$ cat src/rtl/if_prefetch_buffer.sv
// Instruction prefetch unit: classic Wishbone reads run ahead of decode into a DEPTH-entry FIFO.
// Define IF_PREFETCH_BYPASS_EN to present an ack straight to the consumer while the FIFO is empty.
module if_prefetch_buffer #(
    parameter logic [31:0] RESET_ADDR = 32'h8000_0000,
    parameter int unsigned DEPTH      = 4
) (
    input  logic                   clk_i,
    input  logic                   rst_ni,
    input  logic                   redirect_i,
    input  logic [31:0]            redirect_addr_i,
    output logic                   out_valid_o,
    input  logic                   out_ready_i,
    output logic [31:0]            out_instr_o,
    output logic [31:0]            out_pc_o,
    output logic                   out_err_o,
    output logic [$clog2(DEPTH):0] level_o,
    input  logic [31:0]            wbm_dat_i,
    input  logic                   wbm_ack_i,
    input  logic                   wbm_err_i,
    output logic                   wbm_cyc_o,
    output logic                   wbm_stb_o,
    output logic [31:0]            wbm_addr_o
);

    localparam int unsigned AW      = $clog2(DEPTH);
    localparam logic [31:0] NOP     = 32'h0000_0013;
    localparam logic [AW:0] DEPTH_L = (AW + 1)'(DEPTH);

    typedef enum logic [1:0] {
        S_IDLE,
        S_FETCH,
        S_DRAIN,
        S_HALT
    } state_e;

    typedef struct packed {
        logic [31:0] pc;
        logic [31:0] instr;
        logic        err;
    } entry_t;

    state_e      state_q, state_d;
    logic [31:0] fpc_q, fpc_d;
    logic [31:0] drain_addr_q, drain_addr_d;
    logic [AW:0] rd_ptr_q, rd_ptr_d;
    logic [AW:0] wr_ptr_q, wr_ptr_d;
    entry_t      mem_q [DEPTH];
    entry_t      mem_d [DEPTH];

    entry_t      head;
    entry_t      push_entry;
    logic [AW:0] level;
    logic [AW:0] level_after;
    logic        cyc_open;
    logic        term;
    logic        resp_ok;
    logic        bypass_hit;
    logic        bypass_take;
    logic        fifo_pop;
    logic        push;

    assign level    = wr_ptr_q - rd_ptr_q;
    assign head     = mem_q[rd_ptr_q[AW-1:0]];
    assign cyc_open = (state_q == S_FETCH) || (state_q == S_DRAIN);
    assign term     = cyc_open && (wbm_ack_i || wbm_err_i);

    // Only a response to a live FETCH with no competing flush carries an instruction.
    assign resp_ok  = (state_q == S_FETCH) && term && !redirect_i;

`ifdef IF_PREFETCH_BYPASS_EN
    assign bypass_hit = resp_ok && wbm_ack_i && !wbm_err_i && (level == '0);
`else
    assign bypass_hit = 1'b0;
`endif

    assign bypass_take = bypass_hit && out_ready_i;
    assign fifo_pop    = (level != '0) && out_ready_i && !redirect_i;
    assign push        = resp_ok && !bypass_take;

    assign push_entry = '{pc:    fpc_q,
                          instr: wbm_err_i ? NOP : wbm_dat_i,
                          err:   wbm_err_i};

    // NOTE: every signal written here gets its default first, so no path leaves one unassigned and infers a latch.
    always_comb begin
        state_d      = state_q;
        fpc_d        = fpc_q;
        drain_addr_d = drain_addr_q;
        rd_ptr_d     = rd_ptr_q + (AW + 1)'(fifo_pop);
        wr_ptr_d     = wr_ptr_q + (AW + 1)'(push);
        level_after  = wr_ptr_d - rd_ptr_d;

        if (redirect_i) begin
            rd_ptr_d = '0;
            wr_ptr_d = '0;
            fpc_d    = redirect_addr_i & 32'hFFFF_FFFC;
            if (cyc_open && !term) begin
                state_d = S_DRAIN;
                // The open cycle keeps its original address until the slave terminates it.
                if (state_q == S_FETCH) begin
                    drain_addr_d = fpc_q;
                end
            end else begin
                state_d = S_FETCH;
            end
        end else begin
            case (state_q)
                S_IDLE: begin
                    if (level_after < DEPTH_L) begin
                        state_d = S_FETCH;
                    end
                end
                S_FETCH: begin
                    if (wbm_err_i) begin
                        state_d = S_HALT;
                    end else if (wbm_ack_i) begin
                        fpc_d = fpc_q + 32'd4;
                        if (level_after >= DEPTH_L) begin
                            state_d = S_IDLE;
                        end
                    end
                end
                S_DRAIN: begin
                    if (term) begin
                        state_d = S_FETCH;
                    end
                end
                S_HALT:  state_d = S_HALT;
                default: state_d = S_IDLE;
            endcase
        end
    end

    always_comb begin
        mem_d = mem_q;
        if (push) begin
            mem_d[wr_ptr_q[AW-1:0]] = push_entry;
        end
    end

    // NOTE: registers take non-blocking assignments so every flop samples the same pre-edge values.
    always_ff @(posedge clk_i or negedge rst_ni) begin
        if (!rst_ni) begin
            state_q      <= S_IDLE;
            fpc_q        <= RESET_ADDR;
            drain_addr_q <= '0;
            rd_ptr_q     <= '0;
            wr_ptr_q     <= '0;
        end else begin
            state_q      <= state_d;
            fpc_q        <= fpc_d;
            drain_addr_q <= drain_addr_d;
            rd_ptr_q     <= rd_ptr_d;
            wr_ptr_q     <= wr_ptr_d;
        end
    end

    // NOTE: the entry array is reset on purpose: a freshly reset buffer must hold only zeroed entries.
    always_ff @(posedge clk_i or negedge rst_ni) begin
        if (!rst_ni) begin
            for (int i = 0; i < int'(DEPTH); i++) begin
                mem_q[i] <= '0;
            end
        end else begin
            mem_q <= mem_d;
        end
    end

    always_comb begin
        out_valid_o = 1'b0;
        out_instr_o = '0;
        out_pc_o    = '0;
        out_err_o   = 1'b0;
        if (level != '0) begin
            out_valid_o = 1'b1;
            out_instr_o = head.instr;
            out_pc_o    = head.pc;
            out_err_o   = head.err;
        end else if (bypass_hit) begin
            out_valid_o = 1'b1;
            out_instr_o = wbm_dat_i;
            out_pc_o    = fpc_q;
        end
    end

    assign level_o    = level;
    assign wbm_cyc_o  = cyc_open;
    assign wbm_stb_o  = cyc_open;
    assign wbm_addr_o = (state_q == S_DRAIN) ? drain_addr_q : fpc_q;

endmodule

$ cat config.mk
export PLATFORM = sky130hd
export DESIGN_NAME = if_prefetch_buffer
export DESIGN_NICKNAME = d
export VERILOG_FILES = /design/src/rtl/if_prefetch_buffer.sv
export SDC_FILE = /design/constraint.sdc
export NUM_CORES = 1
export LEC_CHECK = 0
export ABC_AREA = 0
export ABC_CLOCK_PERIOD_IN_PS = 7200
export CORE_UTILIZATION = 60
export DETAILED_ROUTE_END_ITERATION = 10
export HOLD_SLACK_MARGIN = 0.15
export PLACE_DENSITY = 0.91
export SYNTH_ARGS = -nofsm -noshare
export SYNTH_HDL_FRONTEND = slang
export SYNTH_SLANG_ARGS = --single-unit
$ cat constraint.sdc
create_clock -name clk_i -period 7.2 [get_ports clk_i]
set_input_delay 2.16 -clock clk_i [delete_from_list [all_inputs] [get_ports clk_i]]
set_output_delay 2.16 -clock clk_i [all_outputs]
set_load 0.03 [all_outputs]
==> metrics.md <==
| Metric | Value |
|---|---|
| Status | `finished, final reports clean` |
| Final hold viol count | `0` |
| First-pass GRT wire length | `approximately 57,000 um` |
| Count leader, synth | `dfrtp_1` |
| CTS Buffer Depth | `3` |
| Fin nets | `~1,400` |
| CTS tree | `yes` |
| Synth area leader | `dfrtp_1` |
| CTS root buf | `clkbuf_16` |
| FF-to-FF setup slack | `about 2.7 ns` |
| Worst setup endpoint | `out_instr_o[0]` |
| Most frequent cells after synthesis | `319 x dfrtp_1, 182 x nand2_1, 173 x mux2_2` |
| Placed insts | `between 1,500 and 2,000` |
| Most used DFF post-synth | `dfrtp_1` |
| Slew @ Worst Pin | `1.11 ns` |
| Crit path capture type | `primary output` |
| Post-CTS Setup Bufs | `0` |
| Final Skew | `approximately 0.022 ns` |
| Synth area leaders | `dfrtp_1 53%, mux2_2 13%, mux4_2 9.5%` |
| CTS sink cnt | `320` |
| Wirelength per Cell | `approximately 20 um` |
| Clk pwr share | `roughly 24%` |
| Tcrit/Tclk final | `between 80% and 90%` |
| P per Cell Area | `roughly 380 nW/um2` |
| Cells on worst reg2reg path | `15` |
| DRC viols | `0` |
| Die area | `about 26,000 um2` |
| Static Leak | `slightly below 8 nW` |
| Die Y | `between 150 and 200 um` |
| Non-filler cells, final | `1,697` |
| Total gr overflow | `0` |
| Worst path arrival time | `roughly 3.7 ns` |
| Hold_ws | `~0.47 ns` |
| Avg Vias per Cell | `~5.9` |
| Ys Warns | `0` |
| Total core area | `roughly 24,000 um2` |
| Final Slew Violations | `0` |
| Worst-Skew Late Latency | `roughly 0.52 ns` |
| Post_cts resized | `0` |
| Seq/Total Area, Yosys | `approximately 54%` |
| Pre-Repair DR Iteration Count | `5` |
| Die width | `160 um` |
| Overall fraction of global-route tracks in use | `between 20% and 30%` |
| Post-CTS Hold Buffers | `0` |
| Layout cells sized above 1 | `23.2%` |
| Vias in the first global route | `around 11,000` |
| Clk slew on worst S/H paths | `0.06 ns` |
| Relative slew margins | `between 20% and 30%` |
| Reg power frac | `between 30% and 40%` |
| Synth top area share | `53.3%` |
| Seq cells post-synth | `320` |
| Worst Setup SP | `rd_ptr_q[1]` |
| Register area | `8020 um2` |
| P_int | `between 0.004 and 0.005 W` |
| Critical path launch point type | `flop` |
| Fmax | `about 170 MHz` |
| Starting Density | `61.4%` |
| Mapped Avg Cell Area | `12.1 um2` |
| IO buf count | `about 170` |
| IO Count | `173` |
| Sw frac | `a little over a third` |
| Distinct cells, synth | `42` |
| Number of synthesized flops with an enable pin | `0` |
| Max_cap viols | `0` |
| RSZ-0062 raised after global routing | `no` |
| Hpwl dp | `around 20,000 um` |
| 1st-iter DRT viols | `roughly 650` |
| Asr flop ratio synth | `between 90% and 100%` |
| CTS Buf Count | `34` |
| Final setup violation count | `0` |
| Largest net degree at the start of global routing | `between 100 and 150` |
| Post-route ant nets | `0` |
| Area growth from synthesis to layout | `18.7%` |
| Crit Path Class | `flop to primary output` |
| Combinational share of power | `between 30% and 40%` |
| Final TNS setup | `0 ns` |
| Net switching power | `between 0.002 and 0.0025 W` |
| RD Place Congestion | `0.761` |
| CP Max Fanout | `65` |
| Routed wire length | `34,800 um` |
| Worst r2r src | `rd_ptr_q[1]` |
| Synthesized instance count | `1,240` |
| Multi-input gate area | `roughly 6500 um2` |
| Fill count | `between 1,500 and 2,000` |
| Hold Path Class | `flop to flop` |
| H-Tree Level Count | `2` |
| Row count | `57` |
| Synthesized area | `approximately 15,000 um2` |
| Initial antenna violation count | `1` |
| Max VDD drop | `~380 uV` |
| Worst Path Required | `between 5 and 6 ns` |
| Reg2reg end | `state_q[0]` |
| Tmin final | `between 5 and 6 ns` |
| Via Count | `~10,000` |
critical path, stage by stage (launching register included):
cell and delay [ns]:
dfrtp_4 1.17, fa_1 0.36, xnor2_1 0.12, inv_1 0.08, nor3_2 0.14, buf_4 0.50, nor2b_1 0.16, clkdlybuf4s50_1 0.65
area by class of cell:
cell class | count | share of cell area [%]
antenna | 1 | 0.0141
sequential | 320 | 45.1
clock buffer | 49 | 5.62
multi-input combinational | 805 | 36.6
inverter | 14 | 0.296
tap | 324 | 2.28
timing repair buffer | 178 | 9.93
clock inverter | 6 | 0.190
power groups by stage:
| stage | Clock (W) | Combinational, W | Sequential, W |
|---|---|---|---|
| 3_5_place_dp | 0 | 0.00255 | 0.00261 |
| 4_1_cts | 0.00166 | 0.00258 | 0.00259 |
| 2_1_floorplan | 0 | 0.00178 | 0.00246 |
| 3_3_place_gp | 0 | 0.00249 | 0.00256 |
| 5_1_grt | 0.00173 | 0.00273 | 0.00265 |
| 6_report | 0.00164 | 0.00256 | 0.00259 |
cells by family (layout without fill, tap and decap cells):
family	Yosys count	after routing	share of synthesized area (%)
AND/OR/NAND/NOR	338	338	11.2
AO/OA/AOI/OAI	180	180	6.09
other	1	5	0.0251
flip-flops	320	320	53.5
buffers and inverters	118	247	3.45
adder cells (fa/ha/maj)	12	12	1.05
XOR/XNOR	34	34	2.09
multiplexers	237	237	22.6
metrics by stage:
step	setup WS (ns)	util, %	area [um2]	power [W]
after CTS	1.30	72.8	17800	0.00684
final	1.33	72.9	17800	0.00679
after detailed placement	1.86	68.6	16700	0.00516
after global routing	1.17	72.8	17800	0.00712
after floorplan	2.49	-	15000	0.00424
after global placement	1.93	68.6	16700	0.00505
placed cells by master (no fill, tap or decap), drive strengths merged, types with 8 or more instances in the layout:
cell type        n
nand2          182
ha              11
nand2b          33
nor2b           66
o21ai          172
mux2           173
inv             15
dfrtp          319
nand3            8
xnor2           21
xor2            12
nor2            18
buf             14
mux4            63
clkdlybuf4s50  164
clkbuf          49
nor3            10
sequential cells by signal, summed over array words and instances (netlist names):
signal and flops:
wr_ptr_q 3, rd_ptr_q 3, state_q 2, drain_addr_q 30, mem_q 252, fpc_q 30
worst min path at each step:
stage                from          to  slack, ns  cells after the start
6_report        mem_q[70]   mem_q[70]       0.47                      2
4_1_cts        mem_q[128]  mem_q[128]       0.48                      2
3_3_place_gp   mem_q[196]  mem_q[196]       0.46                      2
5_1_grt         mem_q[74]   mem_q[74]       0.50                      2
3_5_place_dp   mem_q[128]  mem_q[128]       0.46                      2
2_1_floorplan  mem_q[118]  mem_q[118]       0.44                      2
metal layers:
layer	vias up	wire length, um	global-route usage [%]
met5	-	10	0
met2	359	17400	47.6
met1	5086	14300	37.9
met4	2	699	8.23
met3	62	2330	5.06
li1	4505	-	-
(Power assumes the default switching activity.)
